**src/rtl/cscv2_uart_pkg.sv**
```systemverilog
// Shared types and constants for the CSCv2 UART transmitter.
// The PARITY state is always declared; it is only reached when CSCV2_UART_PARITY_EN is defined.
package cscv2_uart_pkg;

  typedef enum logic [2:0] {
    IDLE   = 3'd0,
    START  = 3'd1,
    DATA   = 3'd2,
    PARITY = 3'd3,
    STOP   = 3'd4
  } uart_state_e;

  localparam logic IDLE_LEVEL  = 1'b1;
  localparam logic START_LEVEL = 1'b0;
  localparam int   DATA_BITS   = 8;

  function automatic logic even_parity(input logic [DATA_BITS-1:0] d);
    return ^d;
  endfunction

endpackage

```
**src/rtl/cscv2_uart_fifo.sv**
```systemverilog
// Circular byte buffer with registered occupancy count.
// A push into a full buffer is accepted only when a pop frees a slot on the same edge.
module cscv2_uart_fifo
  import cscv2_uart_pkg::*;
#(
  parameter int FIFO_DEPTH = 4,
  parameter int WIDTH      = DATA_BITS,
  localparam int PTR_W     = $clog2(FIFO_DEPTH),
  localparam int CNT_W     = $clog2(FIFO_DEPTH) + 1
) (
  input  logic             clk,
  input  logic             reset,
  input  logic             push,
  input  logic             pop,
  input  logic [WIDTH-1:0] wdata,
  output logic [WIDTH-1:0] rdata,
  output logic [CNT_W-1:0] count,
  output logic             full,
  output logic             empty
);

  logic [WIDTH-1:0] mem_q [FIFO_DEPTH];
  logic [WIDTH-1:0] mem_d [FIFO_DEPTH];
  logic [PTR_W-1:0] wr_ptr_q, wr_ptr_d;
  logic [PTR_W-1:0] rd_ptr_q, rd_ptr_d;
  logic [CNT_W-1:0] count_q, count_d;
  logic             wr_en_s, rd_en_s;

  assign full    = (count_q == CNT_W'(FIFO_DEPTH));
  assign empty   = (count_q == {CNT_W{1'b0}});
  assign wr_en_s = push & (~full | pop);
  assign rd_en_s = pop & ~empty;
  assign rdata   = mem_q[rd_ptr_q];
  assign count   = count_q;

  // Next pointer, count and storage values.
  always_comb begin
    mem_d    = mem_q;
    wr_ptr_d = wr_ptr_q;
    rd_ptr_d = rd_ptr_q;
    count_d  = count_q;
    if (wr_en_s) begin
      mem_d[wr_ptr_q] = wdata;
      wr_ptr_d        = wr_ptr_q + PTR_W'(1);
    end else begin
      wr_ptr_d = wr_ptr_q;
    end
    if (rd_en_s) begin
      rd_ptr_d = rd_ptr_q + PTR_W'(1);
    end else begin
      rd_ptr_d = rd_ptr_q;
    end
    case ({wr_en_s, rd_en_s})
      2'b10:   count_d = count_q + CNT_W'(1);
      2'b01:   count_d = count_q - CNT_W'(1);
      default: count_d = count_q;
    endcase
  end

  // Buffer state registers.
  always_ff @(posedge clk or negedge reset) begin
    if (!reset) begin
      for (int i = 0; i < FIFO_DEPTH; i++) begin
        mem_q[i] <= {WIDTH{1'b0}};
      end
      wr_ptr_q <= {PTR_W{1'b0}};
      rd_ptr_q <= {PTR_W{1'b0}};
      count_q  <= {CNT_W{1'b0}};
    end else begin
      mem_q    <= mem_d;
      wr_ptr_q <= wr_ptr_d;
      rd_ptr_q <= rd_ptr_d;
      count_q  <= count_d;
    end
  end

endmodule

```
**src/rtl/cscv2_uart_tx.sv**
```systemverilog
// UART transmitter for the CSCv2 TX strobe: captures {aval,bval} on each falling strobe and sends 8N1.
// Define CSCV2_UART_PARITY_EN to insert an even-parity bit (8E1).
module cscv2_uart_tx
  import cscv2_uart_pkg::*;
#(
  parameter int CLKS_PER_BIT = 16,
  parameter int FIFO_DEPTH   = 4
) (
  input  logic       clk,
  input  logic       reset,
  input  logic       tx_n,
  input  logic [3:0] aval,
  input  logic [3:0] bval,
  output logic       serial_out,
  output logic       busy,
  output logic       overflow,
  output logic [4:0] fifo_count
);

  localparam int DIV_W = $clog2(CLKS_PER_BIT);
  localparam int CNT_W = $clog2(FIFO_DEPTH) + 1;

  uart_state_e          state_q, state_d;
  logic [DIV_W-1:0]     div_q, div_d;
  logic [2:0]           idx_q, idx_d;
  logic [DATA_BITS-1:0] sh_q, sh_d;
  logic                 tx_q;
  logic                 serial_out_q, serial_out_d;
  logic                 overflow_q, overflow_d;

  logic                 fall_s, pop_s, bit_end_s;
  logic                 full_s, empty_s;
  logic [DATA_BITS-1:0] rdata_s;
  logic [CNT_W-1:0]     count_s;

  assign fall_s    = tx_q & ~tx_n;
  assign bit_end_s = (div_q == DIV_W'(CLKS_PER_BIT - 1));

  cscv2_uart_fifo #(
    .FIFO_DEPTH (FIFO_DEPTH),
    .WIDTH      (DATA_BITS)
  ) u_fifo (
    .clk   (clk),
    .reset (reset),
    .push  (fall_s),
    .pop   (pop_s),
    .wdata ({aval, bval}),
    .rdata (rdata_s),
    .count (count_s),
    .full  (full_s),
    .empty (empty_s)
  );

  // State, datapath and output registers.
  always_ff @(posedge clk or negedge reset) begin
    if (!reset) begin
      state_q      <= IDLE;
      div_q        <= {DIV_W{1'b0}};
      idx_q        <= 3'd0;
      sh_q         <= {DATA_BITS{1'b0}};
      tx_q         <= 1'b1;
      serial_out_q <= IDLE_LEVEL;
      overflow_q   <= 1'b0;
    end else begin
      state_q      <= state_d;
      div_q        <= div_d;
      idx_q        <= idx_d;
      sh_q         <= sh_d;
      tx_q         <= tx_n;
      serial_out_q <= serial_out_d;
      overflow_q   <= overflow_d;
    end
  end

  // Next state, bit divider and bit index.
  always_comb begin
    state_d = state_q;
    div_d   = div_q;
    idx_d   = idx_q;
    sh_d    = sh_q;
    case (state_q)
      IDLE: begin
        if (!empty_s) begin
          state_d = START;
          div_d   = {DIV_W{1'b0}};
          sh_d    = rdata_s;
        end else begin
          state_d = IDLE;
        end
      end
      START: begin
        if (bit_end_s) begin
          state_d = DATA;
          div_d   = {DIV_W{1'b0}};
          idx_d   = 3'd0;
        end else begin
          div_d = div_q + DIV_W'(1);
        end
      end
      DATA: begin
        if (bit_end_s) begin
          div_d = {DIV_W{1'b0}};
          if (idx_q == 3'(DATA_BITS - 1)) begin
`ifdef CSCV2_UART_PARITY_EN
            state_d = PARITY;
`else
            state_d = STOP;
`endif
          end else begin
            idx_d = idx_q + 3'd1;
          end
        end else begin
          div_d = div_q + DIV_W'(1);
        end
      end
      PARITY: begin
`ifdef CSCV2_UART_PARITY_EN
        if (bit_end_s) begin
          state_d = STOP;
          div_d   = {DIV_W{1'b0}};
        end else begin
          div_d = div_q + DIV_W'(1);
        end
`else
        state_d = IDLE;
`endif
      end
      STOP: begin
        if (bit_end_s) begin
          state_d = IDLE;
          div_d   = {DIV_W{1'b0}};
        end else begin
          div_d = div_q + DIV_W'(1);
        end
      end
      default: begin
        state_d = IDLE;
        div_d   = {DIV_W{1'b0}};
      end
    endcase
  end

  // Line level, FIFO pop and sticky overflow.
  always_comb begin
    pop_s      = (state_q == IDLE) & ~empty_s;
    overflow_d = overflow_q | (fall_s & full_s & ~pop_s);
    case (state_q)
      START:   serial_out_d = START_LEVEL;
      DATA:    serial_out_d = sh_q[idx_q];
`ifdef CSCV2_UART_PARITY_EN
      PARITY:  serial_out_d = even_parity(sh_q);
`endif
      default: serial_out_d = IDLE_LEVEL;
    endcase
  end

  assign serial_out = serial_out_q;
  assign overflow   = overflow_q;
  assign busy       = (state_q != IDLE) | ~empty_s;
  assign fifo_count = 5'(count_s);

endmodule
```
**config.mk**
```make
export PLATFORM = sky130hd
export DESIGN_NAME = cscv2_uart_tx
export DESIGN_NICKNAME = d
export VERILOG_FILES = /design/src/rtl/cscv2_uart_pkg.sv /design/src/rtl/cscv2_uart_fifo.sv /design/src/rtl/cscv2_uart_tx.sv
export SDC_FILE = /design/constraint.sdc
export NUM_CORES = 1
export LEC_CHECK = 0
export CORE_MARGIN = 5
export CORE_UTILIZATION = 35
export CTS_CLUSTER_SIZE = 20
export DETAILED_ROUTE_END_ITERATION = 8
export GPL_TIMING_DRIVEN = 0
export HOLD_SLACK_MARGIN = 0.1
export SYNTH_ARGS = -nofsm -noshare
export SYNTH_HDL_FRONTEND = slang
export SYNTH_SLANG_ARGS = --single-unit
```
**constraint.sdc**
```tcl
create_clock -name clk -period 2.8 [get_ports clk]
set_input_delay 0.42 -clock clk [delete_from_list [all_inputs] [get_ports clk]]
set_output_delay 0.42 -clock clk [all_outputs]
set_load 0.05 [all_outputs]
```
# Word-level counts from Yosys, hierarchy flattened
# Cells that the tools add are included.
# totals
regBits,60
in_bits,11
out_inout_bits,8
elab_cells,88
# classes
addsub,6
n_lt_le_gt_ge,4
eq_ne,15
n_mux,22
bitwise_logic,16
reduce_logical,11
# ops
cell,count
$bwmux 32,1
$mux 8,3
$mux 3,6
$bmux 8 s2,1
$demux 8 s2,1
$ne 2x2->1 const B,6
$pmux 3 s2,2
$pmux 3 s4,1
$pmux 4 s3,1
$eq 3x3->1 const B,3
$mux 4,2
$reduce_and 4->1,2
$add 3x1->3 const B,2
$and 1x1->1,6
$eq 3x2->1 const B,2
$ge 3x3->1 const B,2
$logic_not 3->1,2
$not 2->3,2
$not 1->1,5
$add 2x1->2 const B,2
$add 4x1->4 const B,1
$eq 4x4->1 const B,1
$lt 3x4->1 const B,1
$reduce_and 2->1,2
13 further kinds,17

# Logic depth before layout (Yosys ltp)
# depth
word_depth,7
ltp_mapped,11
depth_no_buf,9

# Modules after synthesis
# From an unflattened synthesis, not the netlist that was laid out.
# hier_totals
cells_unflattened,225
hier_area_um2,2984.1
# modules_own_cells
mod,n_inst,cells_per_inst,area_per_inst_um2,seq_area_each_um2
cscv2_uart_fifo,1,115,1801.7,975.9
cscv2_uart_tx,1,110,1182.4,528.0

# Least setup slack after synthesis
# Ideal clock, no wire load.
# synth_timing
path_kind,flip-flop to flip-flop
from,reg state_q[1]
to,"reg u_fifo.count_q[2], in the netlist u_fifo.count[2]"
setup_ns,0.149
arrival_time_ns,2.415
required_time_ns,2.651
slack_ns,0.237
stages_incl_launch_ff,12
cell_sequence,dfrtp_1 -> buf_6 -> or3_1 -> buf_6 -> nor2_1 -> buf_1 -> ha_1 -> inv_1 -> fa_1 -> xor2_1 -> nor2_1 -> xor2_1
# synth_between
word_cells_on_any_way,9
cone_classes,eq/ne (2); mux (1); bitwise (4); reduce/logical (2)
# synth_rtl
element,line_no,source
"start, declared",cscv2_uart_tx.sv:23,"uart_state_e state_q, state_d;"
"start signal, assigned",cscv2_uart_tx.sv:65,state_q <= state_d;
$logic_not 3->1 *,cscv2_uart_tx.sv:145,pop_s = (state_q == IDLE) & ~empty_s;
$and 1x1->1 *,cscv2_uart_tx.sv:145,
$and 1x1->1 *,cscv2_uart_fifo.sv:32,assign rd_en_s = pop & ~empty;
net u_fifo.rd_en_s,cscv2_uart_fifo.sv:27,"logic wr_en_s, rd_en_s;"
$eq 2x1->1 / $eq 2x2->1 (equally long branches),cscv2_uart_fifo.sv:53,"case ({wr_en_s, rd_en_s})"
$pmux 3 s2 / $reduce_bool 2->1 (equally long branches),--,
"end signal, assigned",cscv2_uart_fifo.sv:68,count_q <= {CNT_W{1'b0}};
"end signal, assigned",cscv2_uart_fifo.sv:73,count_q <= count_d;
"end, declared",cscv2_uart_fifo.sv:26,"logic [CNT_W-1:0] count_q, count_d;"
# Mark *: on every way through the listed nets, which the timed path passes. The rest lies on a longest branch.
# A chain may end at the register's enable or synchronous reset.

# Final worst setup path
# layout_timing
from,reg state_q[2]
to,out busy
# layout_between
elab_chain_cells,2
# layout_lines
element,line_no,source
$reduce_bool 3->1,cscv2_uart_tx.sv:159,assign busy = (state_q != IDLE) | ~empty_s;
$or 1x1->1,cscv2_uart_tx.sv:159,
"end, declared",cscv2_uart_tx.sv:15,"output logic busy,"
# Every way passes these cells.

==> impl_results.md <==
* Clock Pin Slew Worst Setup and Hold Paths at ~60 ps
* Routed length per instance at between 10 and 15 um
* Area grow syn2layout at 16.8%
* Predominant post-synthesis flop cell: dfrtp_1
* Met2 wire len at between 2 and 2.5 mm
* Yosys reg bits at 60
* Die width at 101 um
* Top-area cell type share of the netlist area at 50.5%
* Synth top area cells: dfrtp_1 51%, mux2_2 15%, mux4_2 6.3%, ha_1 3.5%, mux2_4 2.6%
* Place WS at -26.3 ps
* I/O pin total at 19
* Synthesis warning total at 0
* Non-filler cells, final at between 300 and 400
* Final hold viol count at 0
* Final period util at around 90%
* Pwr Density at approximately 1100 nW/um2
* Min Tclk post-route at about 2600 ps
* Fin. max-slew vios at 0
* Fmax at 386 MHz
* Maximum capacitance violations at 0
* Yosys top cell by area: dfrtp_1
* CP max FO at 8
* Count of final setup violators at 0
* Final Skew at around 5.3 ps
* Critical Path RT at 2380 ps
* Worst-Margin Slew at roughly 800 ps
* RePlAce Congestion at about 0.76
* Root Driver: clkbuf_8
* H-tree levels at 3
* Post-DP HPWL at between 3 and 4 mm
* Met3 WL at 250 um
* Core Area at 8090 um2
* Global-route wire length before repair at 8.23 mm
* Total track usage at 10.7%
* Dpl cells at approximately 330
* Pleak at approximately 0.0015 uW
* Worst setup EP type: output pin
* # rows at 33
* TritonCTS clock tree: built
* Avg Cell Area, Syn at 13.9 um2
* Number of diodes at 0
* Vias in the first global route at ~1700
* WL final at around 4.8 mm
* Post-synth EDFFs at 0
* Deepest clock path buffer count at 2
* FF-to-FF setup slack at roughly 250 ps
* HP Class: in2async
* Iteration-0 DRC Markers at 41
* Mapped Area at about 2900 um2
* Status: finished, final reports clean
* Starting density of the core at between 30% and 40%
* Critical path class: reg2out
* Crit path cell chain: or3_1 -> buf_6 -> nand2b_1 -> clkdlybuf4s50_1
* # DRC at 0
* Final worst slack at roughly 210 ps
* Antenna Nets Post-Route at 0
* Synthesized instance count at between 200 and 250
* Yosys cell types at 42
* PortBufs at 16
* Layout net count at 256
* Total gr overflow at 0
* Die height at 101 um
* Max-slew headroom at around half
* DR top layer: met4
* Worst EP arrival at ~2200 ps
* Peak supply drop at about 430 uV
* Die area at just over 10000 um2
* Pre-Repair DR Iteration Count at 4
* Cts hold-fix bufs at 0
* Top cells by count, synth: 58 x dfrtp_1, 37 x mux2_2, 11 x nor2_1, 9 x inv_1
* Ratio of cells with drive above 1 in the final layout at 32.4%
* Via density at ~4.8
* Initial antenna violation count at 0
* Wl on met1 at around 2.4 mm
* Count leader, synth: dfrtp_1
* Max incr delay on CP at 710 ps
* Seq/Total Area, Yosys at a little over half
* Post-synth ARST share at between 90% and 100%
* Total chip power at around 3500 uW
* Largest net degree at the start of global routing at 33
* CTS sink cnt at 60
* Vias at 1644
* Worst-Skew Late Latency at ~330 ps
* Fin Setup TNS at 0 ps
* RSZ-0062 raised after global routing: no
* Cts bufs inserted at 9
* Critical-path top delay cell: clkdlybuf4s50_1
* Crit start category: flop
-- power breakdown --
part	internal, uW	switching (uW)	leakage [uW]
clock network	344	315	0.0000844
logic	763	616	0.000695
registers	1260	219	0.000726
total	2370	1150	0.00151
-- metrics by stage --
stage	area (um2)	utilization [%]	hold WS [ps]
floorplan	2880	-	124
global placement	3170	39.1	455
detailed placement	3180	39.3	467
CTS	3350	41.3	157
global route	3350	41.4	196
finish	3350	41.4	144
-- metal layers --
metal,global-route usage (%),up-vias
li1,-,796
met1,14.8,810
met2,14.9,33
met3,4.98,5
met4,3.42,0
met5,0,-
-- area by class of cell --
type,instances,area [um2]
sequential,60,1500
inverter,9,33.8
clock buffer,14,153
clock inverter,2,10.0
timing repair buffer,18,183
multi-input combinational,128,1280
tap,105,131
fill,792,4740
buffer,10,62.6
-- final timing paths --
kind	from	endpoint	cells past startpoint
setup / recovery	state_q[2]$_DFFE_PN0P_	busy	4
hold / removal	reset	u_fifo.mem_q[10]$_DFFE_PN0P_	1
setup reg to reg	state_q[2]$_DFFE_PN0P_	u_fifo.count[2]$_DFFE_PN0P_	10
hold reg to reg	overflow$_DFF_PN0_	overflow$_DFF_PN0_	1
max in group asynchronous	reset	tx_q$_DFF_PN1_	2
min in group clk	overflow$_DFF_PN0_	overflow$_DFF_PN0_	1
-- placed cells by master (no fill, tap or decap), types with 2 or more instances in the layout --
cell type        netlist  layout
a21oi_1                4       4
a22o_1                 4       4
a31oi_1                2       2
and3_1                 2       2
buf_2                  1       3
buf_4                  2       3
buf_6                  2       2
clkbuf_1               3       7
clkbuf_8               0      10
clkdlybuf4s50_1        0      15
clkinv_2               0       2
conb_1                 1       2
dfrtp_1               58      58
dfstp_2                2       2
ha_1                   8       8
inv_1                  9       9
mux2_2                37      37
mux2_4                 5       5
mux2i_1                5       5
mux4_2                 8       8
nand2_1                5       5
nand2_4                4       4
nand3b_1               2       2
nor2_1                11      11
nor2b_1                2       2
nor3b_1                2       2
o21ai_0                3       3
xnor2_1                3       3
xor2_1                 4       4
-- repair_timing --
action | CTS | global route
resized for setup | 1 | 0
pin swaps | 0 | 1
setup buffers | 0 | 1
endpoints found under the setup margin | 1 | 2
-- cells by family after synthesis --
logic type      share of synthesized area (%)
fa+ha+maj                                4.18
buf+inv                                  3.31
other cells                             0.131
compound gates                           5.80
simple gates                             6.93
flops                                    52.4
xor+xnor                                 2.14
mux                                      25.1
-- worst max-delay path: cells and delay by family (launching register included) --
family | cells | cell delay, ps
DFF | 1 | 460
buffers and inverters | 2 | 850
and+or+nand+nor | 2 | 540
-- sequential cells by signal (all words and copies together), names as in the netlist --
signal           count
div_q                4
idx_q                3
overflow             1
serial_out           1
sh_q                 8
state_q              3
tx_q                 1
u_fifo.count         3
u_fifo.mem_q        32
u_fifo.rd_ptr_q      2
u_fifo.wr_ptr_q      2
Power figures use the tool's default switching activity.
